[config.mk]
export PLATFORM = sky130hd
export DESIGN_NAME = serial_slave_port
export DESIGN_NICKNAME = d
export VERILOG_FILES = /design/src/rtl/serial_slave_port.sv
export SDC_FILE = /design/constraint.sdc
export NUM_CORES = 1
export LEC_CHECK = 0
export CORE_MARGIN = 2
export CORE_UTILIZATION = 55
export CTS_BUF_LIST = sky130_fd_sc_hd__clkbuf_16
export CTS_CLUSTER_SIZE = 12
export DETAILED_ROUTE_END_ITERATION = 8
export PLACE_DENSITY = 0.79
export SETUP_SLACK_MARGIN = 0.1
export SYNTH_ARGS = -nofsm -noshare
export SYNTH_HDL_FRONTEND = slang
export SYNTH_SLANG_ARGS = --single-unit
[constraint.sdc]
create_clock -name clk -period 2.4 [get_ports clk]
set_input_delay 0.24 -clock clk [delete_from_list [all_inputs] [get_ports clk]]
set_output_delay 0.24 -clock clk [all_outputs]
set_load 0.005 [all_outputs]
[src/rtl/serial_slave_port.sv]
// rtl/serial_slave_port.sv - bit-serial bus slave issuing read/write strobes to a local synchronous RAM
module serial_slave_port #(
    parameter int ADDR_LEN  = 12,
    parameter int DATA_LEN  = 8,
    parameter int BURST_LEN = 12
) (
    input  logic                clk,
    input  logic                rst,
    input  logic                read_en,
    input  logic                write_en,
    input  logic                master_valid,
    input  logic                master_ready,
    input  logic                rx_address,
    input  logic                rx_burst,
    input  logic                rx_data,
    output logic                slave_ready,
    output logic                slave_valid,
    output logic                tx_data,
    output logic                busy,
    output logic [ADDR_LEN-1:0] mem_addr,
    output logic [DATA_LEN-1:0] mem_wdata,
    output logic                mem_we,
    output logic                mem_re,
    input  logic [DATA_LEN-1:0] mem_rdata
);

    localparam int CNT_MAX = (ADDR_LEN > DATA_LEN) ? ADDR_LEN : DATA_LEN;
    localparam int CNT_W   = $clog2(CNT_MAX + 1);

    localparam logic [CNT_W-1:0]     ADDR_LAST = CNT_W'(ADDR_LEN - 1);
    localparam logic [CNT_W-1:0]     DATA_LAST = CNT_W'(DATA_LEN - 1);
    localparam logic [CNT_W-1:0]     BURST_CAP = CNT_W'(BURST_LEN);
    localparam logic [BURST_LEN-1:0] BEAT_ONE  = BURST_LEN'(1);

    typedef enum logic [2:0] {
        S_IDLE,
        S_ADDR,
        S_WDATA,
        S_WRITE,
        S_RREQ,
        S_RWAIT,
        S_RDATA
    } state_t;

    state_t               state_q, state_d;
    logic                 is_read_q, is_read_d;
    logic [CNT_W-1:0]     bit_cnt_q, bit_cnt_d;
    logic [BURST_LEN-1:0] burst_q, burst_d;
    logic [BURST_LEN-1:0] beat_q, beat_d;
    logic [ADDR_LEN-1:0]  addr_q, addr_d;
    logic [DATA_LEN-1:0]  wdata_q, wdata_d;
    logic [DATA_LEN-1:0]  tx_q, tx_d;
    logic                 cmd_live;

    // Master keeps at least one of the enables high for the whole transaction; dropping both aborts.
    assign cmd_live = read_en | write_en;

    // Next-state and datapath decode; serial fields arrive LSB first so they shift in from the top.
    always_comb begin
        state_d   = state_q;
        is_read_d = is_read_q;
        bit_cnt_d = bit_cnt_q;
        burst_d   = burst_q;
        beat_d    = beat_q;
        addr_d    = addr_q;
        wdata_d   = wdata_q;
        tx_d      = tx_q;
        case (state_q)
            S_IDLE: begin
                if (master_valid && (read_en ^ write_en)) begin
                    is_read_d = read_en;
                    addr_d    = {rx_address, addr_q[ADDR_LEN-1:1]};
                    burst_d   = {rx_burst, burst_q[BURST_LEN-1:1]};
                    bit_cnt_d = CNT_W'(1);
                    state_d   = S_ADDR;
                end
            end
            S_ADDR: begin
                if (!cmd_live) begin
                    state_d = S_IDLE;
                end else if (master_valid) begin
                    addr_d = {rx_address, addr_q[ADDR_LEN-1:1]};
                    if (bit_cnt_q < BURST_CAP) begin
                        burst_d = {rx_burst, burst_q[BURST_LEN-1:1]};
                    end
                    if (bit_cnt_q == ADDR_LAST) begin
                        bit_cnt_d = '0;
                        beat_d    = (burst_d == '0) ? BEAT_ONE : burst_d;
                        state_d   = is_read_q ? S_RREQ : S_WDATA;
                    end else begin
                        bit_cnt_d = bit_cnt_q + 1'b1;
                    end
                end
            end
            S_WDATA: begin
                if (!cmd_live) begin
                    state_d = S_IDLE;
                end else if (master_valid) begin
                    wdata_d = {rx_data, wdata_q[DATA_LEN-1:1]};
                    if (bit_cnt_q == DATA_LAST) begin
                        bit_cnt_d = '0;
                        state_d   = S_WRITE;
                    end else begin
                        bit_cnt_d = bit_cnt_q + 1'b1;
                    end
                end
            end
            S_WRITE: begin
                addr_d  = addr_q + 1'b1;
                beat_d  = beat_q - 1'b1;
                state_d = (beat_q == BEAT_ONE) ? S_IDLE : S_WDATA;
            end
            S_RREQ: begin
                state_d = S_RWAIT;
            end
            S_RWAIT: begin
                tx_d    = mem_rdata;
                state_d = S_RDATA;
            end
            S_RDATA: begin
                if (!cmd_live) begin
                    state_d = S_IDLE;
                end else if (master_ready) begin
                    tx_d = {1'b0, tx_q[DATA_LEN-1:1]};
                    if (bit_cnt_q == DATA_LAST) begin
                        bit_cnt_d = '0;
                        addr_d    = addr_q + 1'b1;
                        beat_d    = beat_q - 1'b1;
                        state_d   = (beat_q == BEAT_ONE) ? S_IDLE : S_RREQ;
                    end else begin
                        bit_cnt_d = bit_cnt_q + 1'b1;
                    end
                end
            end
            default: begin
                state_d = S_IDLE;
            end
        endcase
    end

    // State and datapath registers; reset clears everything, including a burst in flight.
    always_ff @(posedge clk) begin
        if (!rst) begin
            state_q   <= S_IDLE;
            is_read_q <= 1'b0;
            bit_cnt_q <= '0;
            burst_q   <= '0;
            beat_q    <= '0;
            addr_q    <= '0;
            wdata_q   <= '0;
            tx_q      <= '0;
        end else begin
            state_q   <= state_d;
            is_read_q <= is_read_d;
            bit_cnt_q <= bit_cnt_d;
            burst_q   <= burst_d;
            beat_q    <= beat_d;
            addr_q    <= addr_d;
            wdata_q   <= wdata_d;
            tx_q      <= tx_d;
        end
    end

    assign slave_ready = (state_q == S_IDLE) || (state_q == S_ADDR) || (state_q == S_WDATA);
    assign slave_valid = (state_q == S_RDATA);
    assign tx_data     = slave_valid & tx_q[0];
    assign busy        = (state_q != S_IDLE);
    assign mem_addr    = addr_q;
    assign mem_wdata   = wdata_q;
    assign mem_we      = (state_q == S_WRITE);
    assign mem_re      = (state_q == S_RREQ);

endmodule

==> impl_metrics.ini <==
[sta]
fin_setup_tns_ps = 0
period_minus_slack_ps = 2190
timing.final.ws_setup_ps = 214
worst_pin_slew_ps = 656
worst_slew_margin_rel = 0.561
rsz0062_at_grt = false
clock.fmax_ghz = 0.458
fin_skew_ps = 7.28
setup_viol = 0
timing_hold_violations_final = 0
fin_crit_sh = 0.911
maxSlewViolCount = 0

[cells_and_area]
fillers = 469
antennaDiodeCount = 0
syn_to_final_growth_pct = 25.8
fin_util = 0.707
layout.nets = 509
multiInputGateArea_um2 = 2110
seq_area_um2 = 1200
layout-drive-gt1-share = 0.112

[setup_path]
endpoint = tx_data
path_cells = buf_4 -> nand3b_1 -> inv_4 -> and2_1 -> clkdlybuf4s50_1
regToRegStartpoint = state_q[2]
critPathMaxStageDelay_ps = 490
r2r_slack_ps = 370
rr_endpoint = beat_q[2]
cp.required_ps = 2160
rr_worst_depth = 7
slowest_stage = clkdlybuf4s50_1
crit_path_start = state_q[2]
end_kind = primary output
critPathLaunchType = flop
crit_type = reg2out
cp_max_fo = 17
cp.arrival_ps = 1950

[pwr]
peakVddDrop_mv = 0.569
p_sw_mw = 1.43
pwr_density_cell_nw_per_um2 = 956
p_int_mw = 2.79
leakagePower_nw = 1.77
p_total_mw = 4.22
p_clk_frac = 0.356
share_comb_of_total_power = 0.353
switching_share = 0.338
sequentialPowerShare = 0.291

[detailed_routing]
vias = 3467
drt_iter0_drc = 267
ant_nets = 0
viasPerCell = 6.09
drc = 0
firstDrtPassIters = 5
avgRoutedWirePerCell_um = 14.9
drt_wl_total_mm = 8.48

[synthesis]
synth_edf_count = 0
yosysTopAreaCell = dfxtp_1
synth_fp_nets = 461
synth_seq_cells = 60
syn-instance-count = 439
synthDistinctLibCells = 63
ys_async_sr_fraction = 0
syn_area_um2 = 3500
synthTopCellsByArea = dfxtp_1 (34%), mux2i_1 (8.9%), nor2_1 (5.9%)
ys.flop_type = dfxtp_1
yosysWarningCount = 0
synth_top_area_frac = 0.343
synth.yosys.seq_area_share = 0.343
syn-mean-instance-area_um2 = 7.98

[cts]
root_buffer = clkbuf_16
cts_tree = built
insertion_delay_ps = 330
ctsHoldBuffers = 0
clk_pin_slew_ps = 50
cts_buffer_depth = 2
cts.sinks = 60
cts_htree_levels = 3
numCtsBuffers = 9

[place]
dp_slack_ps = 29.0
gp_congestion = 0.875
portBuffers = 42
dp_hpwl_mm = 5.68

[floorplan]
rows = 29
core_area_um2 = 6240
fp.dieH_um = 83.8
dieArea_um2 = 7030
ios = 43
die_x_um = 83.8
initial_core_util = 0.562

[global_routing]
grt_first_pass_wirelength_mm = 14.2
antenna_found_initial = 0
grt_use_total = 0.244
grt_pass1_vias = 3096
grt_overflow_total = 0
grt_max_degree = 51

[worst_hold_path]
min_path_type = reg2reg
holdPathStages = 2

[flow_run]
maxCapViolations = 0

[status]
outcome = finished clean
## worst max-delay path: cells and delay by family, from the launching register on
kind                   cells  cell delay [ps]
buffers and inverters      3              900
flip-flops                 1              360
AND/OR/NAND/NOR            2              350
## cells in the mapped netlist (all sizes together), types with 5 or more instances
cell type,n
a21oi,32
a311oi,10
a31oi,6
and2,5
buf,19
clkbuf,13
dfxtp,60
ha,5
inv,8
mux2i,31
nand2,45
nand2b,7
nand3,18
nand3b,6
nand4,5
nor2,55
nor2b,9
nor3,12
nor4,6
o211ai,12
o21ai,21
or3,5
or4,5
## area by class of cell
cell class / instances / area share
Clock buffer: 9 / 0.0511
Inverter: 8 / 0.00738
Sequential cell: 60 / 0.272
Clock inverter: 7 / 0.0281
Multi-Input combinational cell: 339 / 0.478
Timing Repair Buffer: 69 / 0.141
Tap cell: 77 / 0.0218
## kinds of logic (layout without fill, tap and decap cells)
family | Yosys count | count (layout) | share of synthesized area
muxes | 31 | 31 | 0.0885
and+or+nand+nor | 191 | 191 | 0.272
DFF | 60 | 60 | 0.343
buffers and inverters | 40 | 93 | 0.0568
xor gates and xnor gates | 1 | 1 | 0.00250
adders and majority gates | 5 | 5 | 0.0179
AOI/OAI and AO/OA | 111 | 111 | 0.219
## timing repair
action | in CTS | in global routing
setup endpoints to repair | 0 | 3
resized for setup | 0 | 2
setup buffers | 0 | 2
## sequential cells by signal, summed over array words and instances (netlist names)
signal     count
state_q        3
burst_q       12
mem_wdata      8
tx_q           8
is_read_q      1
bit_cnt_q      4
beat_q        12
mem_addr      12
## through the flow
step	std cells	hold slack (ps)	cell area, um^2
after floorplan	439	384	3500
after global placement	551	461	4040
after detailed placement	551	468	4040
after CTS	567	476	4390
after global routing	569	493	4410
final	569	472	4410
## power by group through the flow
stage | Clock (mW) | Sequential, mW | Combinational, mW
after floorplan | 0 | 1.22 | 1.08
final | 1.50 | 1.23 | 1.49
after global placement | 0 | 1.24 | 1.44
after CTS | 1.51 | 1.23 | 1.46
after detailed placement | 0 | 1.25 | 1.45
after global routing | 1.57 | 1.25 | 1.63
## layer usage
layer / up-vias / global-route usage / routed length (um)
met4: 0 / 0.111 / 169
met3: 15 / 0.0524 / 423
met1: 1635 / 0.324 / 3980
met5: - / 0 / 0
li1: 1713 / - / -
met2: 104 / 0.381 / 3910
## layout by cell type (no fill, tap or decap), drive strengths merged, types with 9 or more instances in the layout
cell type	n
a21oi	32
a311oi	10
buf	27
clkbuf	9
clkdlybuf4s50	42
dfxtp	60
inv	9
mux2i	31
nand2	45
nand3	18
nor2	55
nor2b	9
nor3	12
o211ai	12
o21ai	21
## worst min path at each step
stage | from | to
2_1_floorplan | rx_burst | burst_q[11]
5_1_grt | tx_q[3] | tx_q[2]
6_report | tx_q[2] | tx_q[1]
4_1_cts | tx_q[2] | tx_q[1]
3_3_place_gp | tx_q[7] | tx_q[7]
3_5_place_dp | tx_q[2] | tx_q[1]
Power figures use the tool's default switching activity.
